### config.mk
export PLATFORM = sky130hd
export DESIGN_NAME = sep_slot_tracker
export DESIGN_NICKNAME = d
export VERILOG_FILES = /design/src/rtl/sep_slot_tracker.sv
export SDC_FILE = /design/constraint.sdc
export NUM_CORES = 1
export LEC_CHECK = 0
export ABC_CLOCK_PERIOD_IN_PS = 4100
export BUFFER_PORTS_ARGS = -buffer_cell sky130_fd_sc_hd__buf_4
export CAP_MARGIN = 20
export CORE_ASPECT_RATIO = 1.5
export CORE_UTILIZATION = 40
export CTS_BUF_LIST = sky130_fd_sc_hd__clkbuf_8
export DETAILED_ROUTE_END_ITERATION = 16
export SYNTH_ARGS = -nofsm -noshare
export SYNTH_HDL_FRONTEND = slang
export SYNTH_SLANG_ARGS = --single-unit
export TNS_END_PERCENT = 100
### constraint.sdc
create_clock -name clk -period 4.1 [get_ports clk]
set_input_delay 0.41 -clock clk [delete_from_list [all_inputs] [get_ports clk]]
set_output_delay 0.41 -clock clk [all_outputs]
set_load 0.03 [all_outputs]
### src/rtl/sep_slot_tracker.sv
// Operator slot counter with channel/operator decode, wrap strobe and
// zero/sync supervision (lock tracking, lock-loss pulse, saturating error count).
module sep_slot_tracker #(
    parameter int SLOTS    = 32,
    parameter int OPS      = 4,
    parameter int W        = 5,
    parameter int CHW      = 3,
    parameter int OPW      = 2,
    parameter int ZERO_VAL = 1,
    parameter int LOCK_N   = 2,
    parameter int MISS_MAX = 2,
    parameter int EW       = 8
) (
    input  logic           clk,
    input  logic           rst_n,
    input  logic           cen,
    input  logic           zero,
    output logic [W-1:0]   cnt,
    output logic [CHW-1:0] ch,
    output logic [OPW-1:0] op,
    output logic           wrap,
    output logic           locked,
    output logic           sync_err,
    output logic [EW-1:0]  err_cnt
);

    localparam int CH = SLOTS / OPS;

    logic [W-1:0] cnt_nxt;
    logic [3:0]   match_cnt;
    logic [3:0]   miss_cnt;
    logic [3:0]   match_inc;
    logic [3:0]   miss_inc;
    logic         last;
    logic         in_phase;

    function automatic logic [EW-1:0] sat_inc(input logic [EW-1:0] v);
        return (&v) ? v : v + 1'b1;
    endfunction

    assign last      = (cnt == W'(SLOTS - 1));
    assign in_phase  = (cnt == '0);
    // A realigning (out-of-phase) zero counts as the first match of a new run.
    assign match_inc = in_phase ? match_cnt + 4'd1 : 4'd1;
    assign miss_inc  = miss_cnt + 4'd1;

    always_comb begin
        cnt_nxt = cnt;
        if (zero)
            cnt_nxt = W'(ZERO_VAL);
        else if (cen)
            cnt_nxt = last ? '0 : cnt + 1'b1;
    end

    // ch/op are decoded from the next count so they never lag cnt.
    always_ff @(posedge clk) begin
        if (!rst_n) begin
            cnt       <= '0;
            ch        <= '0;
            op        <= '0;
            wrap      <= 1'b0;
            locked    <= 1'b0;
            sync_err  <= 1'b0;
            err_cnt   <= '0;
            match_cnt <= '0;
            miss_cnt  <= '0;
        end else begin
            cnt      <= cnt_nxt;
            ch       <= CHW'(int'(cnt_nxt) % CH);
            op       <= OPW'(int'(cnt_nxt) / CH);
            wrap     <= 1'b0;
            sync_err <= 1'b0;
            if (zero) begin
                miss_cnt <= '0;
                if (locked) begin
                    if (!in_phase) begin
                        locked    <= 1'b0;
                        sync_err  <= 1'b1;
                        err_cnt   <= sat_inc(err_cnt);
                        match_cnt <= 4'd1;
                    end
                end else begin
                    match_cnt <= match_inc;
                    if (match_inc >= 4'(LOCK_N))
                        locked <= 1'b1;
                end
            end else if (cen && last) begin
                wrap <= 1'b1;
                if (locked) begin
                    if (miss_inc >= 4'(MISS_MAX)) begin
                        locked    <= 1'b0;
                        sync_err  <= 1'b1;
                        err_cnt   <= sat_inc(err_cnt);
                        match_cnt <= '0;
                        miss_cnt  <= '0;
                    end else begin
                        miss_cnt <= miss_inc;
                    end
                end
            end
        end
    end

endmodule
==> results.sh <==
export IMPL_cp_max_fo=10
export IMPL_drt_iter0_drc=30
export IMPL_vias=1410
export IMPL_r2r_slack_ps=2010
export IMPL_synthToLayoutAreaGrowth_pct=13.06
export IMPL_wl_um=3565
export IMPL_outcome="complete, no violations"
export IMPL_cts_hold_buf=0
export IMPL_fin_skew_ps=0.8591
export IMPL_grt_pass1_vias=1301
export IMPL_reg2reg_depth=7
export IMPL_tns_ps=0
export IMPL_fin_crit_ps=2091
export IMPL_ys_top_cells_by_area="dfxtp_1 33%, ha_1 5.9%, nand2_1 4.6%"
export IMPL_drive_above_1_share=0.1789
export IMPL_die_area_mm2=0.003940
export IMPL_wl_per_cell_um=15.37
export IMPL_diodes=0
export IMPL_fin_nets=203
export IMPL_drt_pass1_iterations=4
export IMPL_crit_buf_inv=0
export IMPL_netlist_area_mm2=0.001475
export IMPL_cts_htree_levels=1
export IMPL_end_kind="flip-flop"
export IMPL_cp_arrival_ps=2230
export IMPL_synth_seq_area_share=0.3257
export IMPL_hold_start="cen"
export IMPL_finalSetupViolations=0
export IMPL_crit_chain="ha_1, and3_1, ha_1, nand4b_1, o21ba_2, a211o_1, o2111ai_2"
export IMPL_synth_ff_type="dfxtp_1"
export IMPL_grt_max_degree=16
export IMPL_cts_root_buf="clkbuf_8"
export IMPL_multi_input_area_um2=894.6
export IMPL_tritoncts="built"
export IMPL_finalNonFillerCells=232
export IMPL_dpl_cell_area_mm2=0.001627
export IMPL_drv_slew=0
export IMPL_yosysWarnings=0
export IMPL_synth_area_per_cell_um2=8.334
export IMPL_max_clock_path_buffers=2
export IMPL_grt_pass1_wl_um=5927
export IMPL_rsz0062_at_grt="no"
export IMPL_synthCells=177
export IMPL_synth_top_area_cell="dfxtp_1"
export IMPL_worst_pin_slew_ps=972.4
export IMPL_path_clk_slew_ps=80
export IMPL_synth_common_cells="24 x dfxtp_1, 18 x nand2_1, 12 x nand3_1, 9 x nor2_1, 8 x a21oi_1"
export IMPL_dieWidth_um=51.59
export IMPL_finish_instance_area_mm2=0.001668
export IMPL_rows=26
export IMPL_numPlacedInstances=229
export IMPL_cts_sinks=24
export IMPL_hpwl_um=2604
export IMPL_timing_rr_end="err_cnt[3]$_SDFFE_PN0P_"
export IMPL_die_h_um=76.38
export IMPL_critical_path_top_delay_family="compound AO/OA/AOI/OAI gates"
export IMPL_synth_most_common_cell="dfxtp_1"
export IMPL_cp_slowest_stage_delay_ps=430
export IMPL_ys_ff_latch=24
export IMPL_period_share=0.5101
export IMPL_power_per_cell_area_mw_per_mm2=254.3
export IMPL_start_util=0.4278
export IMPL_utilization=0.4837
export IMPL_path_depth=7
export IMPL_cp_slowest_cell="dfxtp_1"
export IMPL_worstSetupPathType="reg2reg"
export IMPL_cp_required_ps=4240
export IMPL_io_pins=25
export IMPL_synth_top_cell_area_share=0.3257
export IMPL_critPathLaunchType="flip-flop"
export IMPL_max_vdd_ir_drop_uv=177.8
export IMPL_core_mm2=0.003448
export IMPL_port_buffers=24
export IMPL_crit_top_cell="ha_1"
export IMPL_grt_overflow_total=0
export IMPL_postRouteAntennaNets=0
export IMPL_crit_end="err_cnt[3]$_SDFFE_PN0P_"
export IMPL_via_per_inst=6.078
export IMPL_fmax_ghz=0.4782
export IMPL_gp_congestion=0.8048
export IMPL_post_cts_setup_buffers=0
export IMPL_antenna_found_initial=0
export IMPL_hp_class="in2reg"
export IMPL_drc_errors=0
export IMPL_grt_usage=0.1940
export IMPL_ys_types=47
export IMPL_synth_fp_nets=188
export IMPL_clk_latency_ps=260
export IMPL_setup_worst_path_start="cnt[0]$_SDFFE_PN0P_"
export IMPL_cap_violations=0
export IMPL_area_sequential_um2=480.5
export IMPL_cts_made_buffers=3
export IMPL_max_slew_margin=0.3426
export IMPL_async_flop_share=0
export IMPL_fill_cells=357
export IMPL_hold_viol=0
export IMPL_r2r_start="cnt[0]$_SDFFE_PN0P_"
export IMPL_leakage_nw=0.7013
export IMPL_synth_edf_count=0
export IMPL_cts_resized=0
-- worst reg2reg max path: cells and delay by family, from the launching register on --
| family | cells | cell delay, ps |
|---|---|---|
| compound gates | 3 | 680 |
| fa+ha+maj | 2 | 540 |
| flops | 1 | 430 |
| simple gates | 2 | 320 |
-- flip-flops by register name, indices dropped and copies added (netlist names) --
signal / flops
cnt: 5
miss_cnt: 4
match_cnt: 4
sync_err: 1
err_cnt: 8
locked: 1
wrap: 1
-- worst min-delay path by stage --
stage	slack, ps	cells after the start	endpoint
2_1_floorplan	470	2	miss_cnt[1]$_SDFFE_PP0P_
3_3_place_gp	480	2	miss_cnt[1]$_SDFFE_PP0P_
3_5_place_dp	490	1	miss_cnt[3]$_SDFFE_PP0P_
4_1_cts	470	3	wrap$_SDFF_PP0_
5_1_grt	490	3	err_cnt[1]$_SDFFE_PN0P_
6_report	470	3	wrap$_SDFF_PP0_
-- cells by family after synthesis --
family          share of synthesized area
buf+inv                           0.06786
compound gates                     0.2205
flops                              0.3257
xor+xnor                         0.005938
mux                               0.03393
fa+ha+maj                         0.05937
simple gates                       0.2867
-- metrics by stage --
stage                     total power, mW  hold slack, ps  setup slack, ps
after floorplan                    0.2802           468.4             1886
after global placement             0.2922           481.9             2134
after detailed placement           0.2939           494.7             2033
after CTS                          0.4271           472.1             2017
after global routing               0.4463           494.2             1849
final                              0.4241           468.6             2009
-- per-layer routing --
metal  vias to the layer above  global-route usage  routed length (um)
li1                        684                   -                   -
met1                       671              0.2225                1453
met2                        44              0.3455                1857
met3                        11             0.01796                 150
met4                         0             0.08919                 104
met5                         -                   0                   0
-- where the power goes --
part           switching [mW]  leakage (nW)  internal, mW  total (mW)
clock                  0.0699        0.0216        0.0657       0.136
sequential            0.00629         0.194         0.236       0.243
combinational          0.0286         0.486        0.0172      0.0457
-- layout by cell type, fill, tap and decap left out, types with 4 or more instances in the layout --
cell type and n:
dfxtp_1 24, buf_4 24, nand2_1 18, nand3_1 12, nor2_1 9, a21oi_1 8
and3_1 7, ha_1 7, a31oi_1 6, o21ai_0 6, inv_1 5, mux2i_1 5
nand4_1 4, a211o_1 4, nor3_1 4
-- cell type report --
type | instances | area share
clock buffer | 3 | 0.02476
inverter | 5 | 0.01125
multi-input combinational | 134 | 0.5364
sequential | 24 | 0.2881
tap | 42 | 0.03151
timing repair buffer | 24 | 0.1080
(Power assumes the default switching activity.)
